==> src/rtl/bias_out_buffer.sv <==
// -----------------------------------------------------------------------------
// bias_out_buffer
//
// Output-side row buffer between the bias stage and the host readout port.
// Biased rows are captured on bias_valid into a DEPTH-entry circular buffer
// and drained one row per accepted rd_en into a registered rd_data/rd_valid
// pair. Occupancy (count/empty/full) and a sticky overflow flag report
// buffer state to the controller.
//
// Optional feature macro: RELU_EN
//   defined   - every signed LANE_W lane of an accepted row whose sign bit is
//               set is replaced by zero on the write path (no added latency).
//   undefined - rows are stored bit-exact.
// -----------------------------------------------------------------------------
module bias_out_buffer #(
   parameter int DATA_W = 64,
   parameter int LANE_W = 8,
   parameter int DEPTH  = 8
) (
   input  logic                     clk,
   input  logic                     n_rst,
   input  logic [DATA_W-1:0]        bias_output,
   input  logic                     bias_valid,
   input  logic                     rd_en,
   input  logic                     clear,
   output logic [DATA_W-1:0]        rd_data,
   output logic                     rd_valid,
   output logic                     empty,
   output logic                     full,
   output logic [$clog2(DEPTH):0]   count,
   output logic                     overflow
);

   localparam int AW    = $clog2(DEPTH);
   localparam int CW    = AW + 1;
   localparam int LANES = DATA_W / LANE_W;

   localparam logic [AW-1:0] PTR_ONE  = AW'(1);
   localparam logic [CW-1:0] CNT_ONE  = CW'(1);
   localparam logic [CW-1:0] CNT_FULL = CW'(DEPTH);

   // Storage and state
   logic [DATA_W-1:0] r_mem [DEPTH];
   logic [AW-1:0]     r_wr_ptr;
   logic [AW-1:0]     r_rd_ptr;
   logic [CW-1:0]     r_count;
   logic              r_overflow;
   logic [DATA_W-1:0] r_rd_data;
   logic              r_rd_valid;

   // Datapath / control
   logic [DATA_W-1:0] w_wr_row;
   logic              w_empty;
   logic              w_full;
   logic              w_rd_acc;
   logic              w_wr_acc;
   logic              w_drop;

   // Status is decoded from the registered occupancy count only.
   assign w_empty = (r_count == '0);
   assign w_full  = (r_count == CNT_FULL);

   // A read needs a stored row; an empty buffer never falls through, so a
   // same-cycle write cannot satisfy a read. A full buffer may still accept a
   // write if a read frees a slot in the same cycle. clear suppresses both.
   assign w_rd_acc = rd_en && !w_empty && !clear;
   assign w_wr_acc = bias_valid && (!w_full || w_rd_acc) && !clear;
   assign w_drop   = bias_valid && w_full && !w_rd_acc && !clear;

`ifdef RELU_EN
   // Zero every negative lane of the incoming row before it is stored.
   always_comb begin
      // NOTE: default every always_comb output first so no path leaves it unassigned (no latch).
      w_wr_row = bias_output;
      for (int i = 0; i < LANES; i++) begin
         if (bias_output[i*LANE_W + LANE_W - 1]) begin
            w_wr_row[i*LANE_W +: LANE_W] = '0;
         end
      end
   end
`else
   assign w_wr_row = bias_output;
`endif

   // Row storage: written on accepted writes, never reset.
   // NOTE: the memory array is deliberately left out of reset so it maps onto plain storage cells; stale contents are unreachable because pointers/count are reset.
   always_ff @(posedge clk) begin
      if (w_wr_acc) begin
         r_mem[r_wr_ptr] <= w_wr_row;
      end
   end

   // Pointer, occupancy and sticky-overflow bookkeeping.
   always_ff @(posedge clk or negedge n_rst) begin
      // NOTE: sequential state uses non-blocking assignments so every register samples pre-edge values.
      if (!n_rst) begin
         r_wr_ptr   <= '0;
         r_rd_ptr   <= '0;
         r_count    <= '0;
         r_overflow <= 1'b0;
      end else if (clear) begin
         r_wr_ptr   <= '0;
         r_rd_ptr   <= '0;
         r_count    <= '0;
         r_overflow <= 1'b0;
      end else begin
         if (w_wr_acc) begin
            r_wr_ptr <= r_wr_ptr + PTR_ONE;
         end
         if (w_rd_acc) begin
            r_rd_ptr <= r_rd_ptr + PTR_ONE;
         end
         unique case ({w_wr_acc, w_rd_acc})
            2'b10:   r_count <= r_count + CNT_ONE;
            2'b01:   r_count <= r_count - CNT_ONE;
            default: r_count <= r_count;
         endcase
         if (w_drop) begin
            r_overflow <= 1'b1;
         end
      end
   end

   // Registered read port: rd_data holds between reads and across clear.
   always_ff @(posedge clk or negedge n_rst) begin
      if (!n_rst) begin
         r_rd_data  <= '0;
         r_rd_valid <= 1'b0;
      end else begin
         r_rd_valid <= w_rd_acc;
         if (w_rd_acc) begin
            r_rd_data <= r_mem[r_rd_ptr];
         end
      end
   end

   assign rd_data  = r_rd_data;
   assign rd_valid = r_rd_valid;
   assign empty    = w_empty;
   assign full     = w_full;
   assign count    = r_count;
   assign overflow = r_overflow;

endmodule

==> config.mk <==
export PLATFORM = sky130hd
export DESIGN_NAME = bias_out_buffer
export DESIGN_NICKNAME = d
export VERILOG_FILES = /design/src/rtl/bias_out_buffer.sv
export SDC_FILE = /design/constraint.sdc
export NUM_CORES = 1
export LEC_CHECK = 0
export BUFFER_PORTS_ARGS = -buffer_cell sky130_fd_sc_hd__buf_2
export CORE_UTILIZATION = 45
export DETAILED_ROUTE_END_ITERATION = 6
export GPL_TIMING_DRIVEN = 0
export PLACE_DENSITY_LB_ADDON = 0.3
export SETUP_SLACK_MARGIN = 0.1
export SYNTH_ARGS = -nofsm -noshare
export SYNTH_HDL_FRONTEND = slang
export SYNTH_SLANG_ARGS = --single-unit
==> constraint.sdc <==
create_clock -name clk -period 14.6 [get_ports clk]
set_input_delay 4.38 -clock clk [delete_from_list [all_inputs] [get_ports clk]]
set_output_delay 4.38 -clock clk [all_outputs]
set_load 0.02 [all_outputs]
==> impl_metrics.toml, run 1 <==
[synthesis]
synth_top_area_share = 0.695
synth_edf_count = 512
ys_top_cells_by_area = "edfxtp_1 (70%), mux4_2 (13%), dfrtp_1 (8.6%)"
syn_inst = 1034
ys_seq_elements = 588
syn_avg_cell_area_um2 = 21.4
yosysWarnings = 0
synth_nets = 1108
yosysSeqAreaShare = 0.781
async_flop_share = 0.129
ys.flop_type = "edfxtp_1"
syn_area_mm2 = 0.0221
synth.distinct_cells = 38
yosys.area.top_type = "edfxtp_1"

[worst_setup_path]
crit_start = "rd_en"
critPathKind = "input port to flip-flop"
cp_top_family = "buffers and inverters"
reg2reg_from = "count[0]"
crit_fanout = 8
path_cells = "buf_2 -> nor2b_1 -> o31ai_4 -> nor4b_2 -> buf_4 -> buf_4 -> buf_4 -> buf_4 -> buf_4 -> buf_4"
cp.arrival_ns = 6.94
worstSetupStartpointType = "input port"
crit_end = "r_mem[0][48]"
timing.critical_path.mode_cell = "buf_4"
reg2reg_setup_slack_ns = 11.38
crit_path_end_kind = "flip-flop"
r2r-end = "r_mem[0][48]"
crit_path_max_incr_delay_ns = 0.81
worst-path-buf-inv = 7
cp_num_cells = 10
crit_slowest_cell = "nor4b_2"
required_ns = 14.91
ff2ff_path_depth = 9

[worst_hold_path]
hold_path_class = "flip-flop to flip-flop"

[global_routing]
grt_pass1_wl_um = 70300
track_usage = 0.192
first_global_vias = 11267
grt_max_degree = 48
antenna_found_initial = 5
overflow = 0

[finish]
drive_above_1_share = 0.337
final_common_cell = "edfxtp_1"
final_cell_area_mm2 = 0.0263
layout.nets = 1364
instances_no_fill = 1996
final_util = 0.547
syn_to_final_growth_pct = 19.0
mostFrequentLayoutCells = "edfxtp_1 (512), buf_2 (164), mux4_2 (128)"

[routing]
routed-via-count = 10795
first_pass_iters = 4
wl_um = 46800
viasPerCell = 5.41
remaining_drc_errors = 0
drt-wirelength-per-cell_um = 23.4
drt_iter0_markers = 861
detail-route-antenna-nets = 0

[timing]
slew_viol_final = 0
rsz0062_at_grt = "false"
layout_min_cycle_time_ns = 6.63
worst_pin_slew_ns = 1.13
finalCritPeriodShare = 0.454
max_slew_margin = 0.236
fmax_mhz = 151
hold_viol = 0
skew_ns = 0.0264
timing.hold.ws_ns = 0.501
tns_ns = 0
setup_slack_ns = 7.97
setup_viol_count_final = 0

[clocking]
clk_pin_slew_ns = 0.06
cts_num_sinks = 588
h-tree-depth = 2
clk_latency_ns = 0.62
cts_resized = 0
ctsHoldBuffers = 0
cts_root_buf = "clkbuf_16"
cts_tree = "built"
clk_path_buf_depth = 3
cts_buffers = 58
post-cts-setup-buffer-count = 0

[outcome]
status = "finished clean"

[run]
drv_cap = 0

[floorplanning]
dieArea_mm2 = 0.0500
die_h_um = 224
start_util = 0.459
rows = 80
fp.coreArea_mm2 = 0.0481
io_pins = 141
die_w_um = 224

[placement]
place.port_buffers = 139
dp_slack_ns = 7.37
place_area_mm2 = 0.0244
dpl.cell_count = 1886
dp_hpwl_um = 30700
gp_congestion = 0.700

[power]
power_mw = 4.57
ir_worst_vdd_uv = 90.1
power.density_mw_per_mm2 = 173
p_leak_nw = 8.71
per-layer routing:
| metal | routed length [um] | vias up | GRT usage |
|---|---|---|---|
| met4 | 672 | 6 | 0.0395 |
| met2 | 23000 | 320 | 0.313 |
| met5 | 39 | - | 0 |
| li1 | - | 4732 | - |
| met1 | 20200 | 5681 | 0.269 |
| met3 | 2790 | 56 | 0.0414 |
tightest hold or removal path: cells and delay by family, from the launching register on:
| family | cells | cell delay, ns |
|---|---|---|
| AOI/OAI and AO/OA | 1 | 0.04 |
| DFF | 1 | 0.34 |
| and+or+nand+nor | 1 | 0.07 |
registers in the layout, summed over array words and instances, names as in the netlist:
register	count
r_mem	512
r_wr_ptr	3
rd_data	64
rd_valid	1
overflow	1
r_rd_ptr	3
count	4
worst min path at each step:
stage,slack [ns],cells after the start,to,from
final,0.50,2,overflow,overflow
after global routing,0.55,2,overflow,overflow
after CTS,0.50,2,overflow,overflow
after detailed placement,0.49,2,overflow,overflow
after global placement,0.49,2,overflow,overflow
after floorplan,0.58,2,r_wr_ptr[0],r_wr_ptr[0]
power breakdown:
group | internal [mW] | switching [mW] | total [mW]
sequential | 1.96 | 0.0776 | 2.04
clock | 0.918 | 0.612 | 1.53
combinational | 0.435 | 0.562 | 0.997
total | 3.32 | 1.25 | 4.57
layout make-up:
cell class | count | area [um^2]
Fill cell | 3677 | 21800
Sequential cell | 588 | 17300
Multi-Input combinational cell | 390 | 4630
Clock buffer | 83 | 1600
Timing Repair Buffer | 196 | 1370
Tap cell | 656 | 821
Clock inverter | 26 | 370
Buffer | 54 | 250
Inverter | 2 | 7.51
Antenna cell | 1 | 2.50
cell families (layout without fill, tap and decap cells):
group           after synthesis  after routing  synth area share
compound gates               77             77            0.0196
fa+ha+maj                     5              5           0.00317
flops                       588            588             0.781
other cells                   0              1                 0
buf+inv                      56            361            0.0117
simple gates                106            106            0.0209
xor+xnor                      6              6           0.00238
mux                         196            196             0.161
cells in the mapped netlist, drive strengths merged (2+ instances only):
master  count
buf        40
o21ai       2
nor2b       2
nand3       2
nand2       3
xor2        3
or3         2
mux2i      68
ha          4
clkbuf     14
a211oi      2
nand3b      2
inv         2
mux4      128
nor4        2
a21oi      66
nor4b       2
dfrtp      76
nor2       83
edfxtp    512
xnor2       3
nor3        5
(Power assumes the default switching activity.)
==> run 2, diff against run 1 <==
==> constraint.sdc (replaced) <==
create_clock -name clk -period 6.3 [get_ports clk]
set_input_delay 1.89 -clock clk [delete_from_list [all_inputs] [get_ports clk]]
set_output_delay 1.89 -clock clk [all_outputs]
set_load 0.02 [all_outputs]
==> impl_metrics.toml, run 2 (synthesized netlist as in run 1, its figures left out) <==
[outcome]
status = "finished clean"

[timing]
fmax_mhz = 257
hold_viol = 0
layout_min_cycle_time_ns = 3.89
skew_ns = 0.0103
max_slew_margin = 0.142
finalCritPeriodShare = 0.617
slew_viol_final = 0
setup_slack_ns = 2.41
setup_viol_count_final = 0
rsz0062_at_grt = "false"
worst_pin_slew_ns = 1.27

[global_routing]
gr-usage-met2 = 0.310
grt_max_degree = 40
antenna_found_initial = 7
overflow = 0
grt_use_met3 = 0.0336
gr-max-usage-layer = "met2"
track_usage = 0.191
grt.met1_usage = 0.264
grt_pass1_wl_um = 69900
first_global_vias = 11116

[worst_setup_path]
required_ns = 6.60
ff2ff_path_depth = 5
r2r-end = "r_mem[7][49]"
cp.arrival_ns = 4.19
worstSetupStartpointType = "input port"
critPathKind = "input port to flip-flop"
reg2reg_setup_slack_ns = 3.21
crit_path_end_kind = "flip-flop"
crit_fanout = 15
reg2reg_from = "count[1]"

[clocking]
h-tree-depth = 2
post-cts-setup-buffer-count = 0
cts_tree = "built"
clk_pin_slew_ns = 0.06
cts_num_sinks = 588
ctsHoldBuffers = 0
clk_path_buf_depth = 3
cts_resized = 0
cts_buffers = 58
clk_latency_ns = 0.60
cts_root_buf = "clkbuf_16"

[floorplanning]
fp.coreArea_mm2 = 0.0481
dieArea_mm2 = 0.0500
die_w_um = 224
rows = 80
io_pins = 141
start_util = 0.459
die_h_um = 224

[worst_hold_path]
hold_end = "overflow"
hold_path_class = "flip-flop to flip-flop"
hold_start = "overflow"
holdPathStages = 2

[placement]
gp_congestion = 0.712
dp_hpwl_um = 30300
place.port_buffers = 139
place_area_mm2 = 0.0244
dp_slack_ns = 1.77

[finish]
final_cell_area_mm2 = 0.0263
syn_to_final_growth_pct = 18.7
final_common_cell = "edfxtp_1"
n_fill_cell = 3682
mostFrequentLayoutCells = "edfxtp_1 (512), buf_2 (164), mux4_2 (128)"
largest_register_ffs = 512
top_register = "r_mem"
layout.nets = 1349
drive_above_1_share = 0.332

[routing]
remaining_drc_errors = 0
drt-wirelength-per-cell_um = 23.5
routed-via-count = 10662
viasPerCell = 5.38
first_pass_iters = 7
detail-route-antenna-nets = 0
drt_iter0_markers = 936
wl_um = 46500

[power]
p_leak_nw = 8.62
ir_worst_vdd_uv = 208
power.density_mw_per_mm2 = 398

[run]
drv_cap = 0
-- run 2: cell types whose count changed in the layout (fill, tap and decap cells not counted), sizes merged, moves of 2 or more --
cell      before  now
clkinvlp       1    4
bufinv         9    4
buf          236  221
clkinv        14   12
clkbuf        97  100
-- run 2: where the power goes --
| group | internal, mW | switching, mW |
|---|---|---|
| sequential | 4.55 | 0.174 |
| combinational | 1.01 | 1.30 |
| clock | 2.01 | 1.41 |
-- run 2: critical path, cell delays in order --
cell	delay, ns
buf_2	0.11
clkbuf_1	0.21
or3b_2	0.58
nor3_4	0.73
buf_16	0.24
buf_8	0.20
buf_8	0.19
-- run 2: layer usage --
metal	routed length, um	up-vias	share of wire
met1	20000	5607	0.43
li1	-	4716	-
met3	2280	76	0.049
met5	55	-	0.0012
met2	23100	255	0.50
met4	1040	8	0.022
-- run 2: layout make-up --
cell class / instances / area (um^2) / share of cell area
clock inverters: 21 / 214 / 0.00815
flip-flops and latches: 588 / 17300 / 0.658
well taps: 656 / 821 / 0.0313
multi-input cells: 390 / 4660 / 0.177
repair buffers: 181 / 1350 / 0.0512
diodes: 2 / 5.00 / 0.000191
plain buffers: 54 / 250 / 0.00953
inverters: 2 / 7.51 / 0.000286
clock buffers: 86 / 1690 / 0.0643
-- run 2: worst max-delay path by stage --
stage          slack, ns  cells past startpoint  start      endpoint
2_1_floorplan      -0.96                      3  rd_en   r_mem[4][0]
3_3_place_gp       -5.75                      4  rd_en  r_mem[5][47]
3_5_place_dp        1.77                      7  clear  r_mem[1][49]
4_1_cts             2.40                      7  clear  r_mem[1][49]
5_1_grt             2.30                      7  clear  r_mem[1][47]
6_report            2.41                      7  clear  r_mem[1][49]
-- run 2: per-stage QoR --
stage / std cells / TNS (ns) / hold WS, ns / utilization / total power [mW]
finish: 1980 / 0 / 0.510 / 0.546 / 10.5
floorplan: 1034 / -123.33 / 0.610 / - / 6.39
global route: 1980 / 0 / 0.547 / 0.546 / 10.9
global placement: 1829 / -1632.80 / 0.493 / 0.491 / 7.10
CTS: 1978 / 0 / 0.515 / 0.545 / 10.6
detailed placement: 1871 / 0 / 0.498 / 0.506 / 7.17
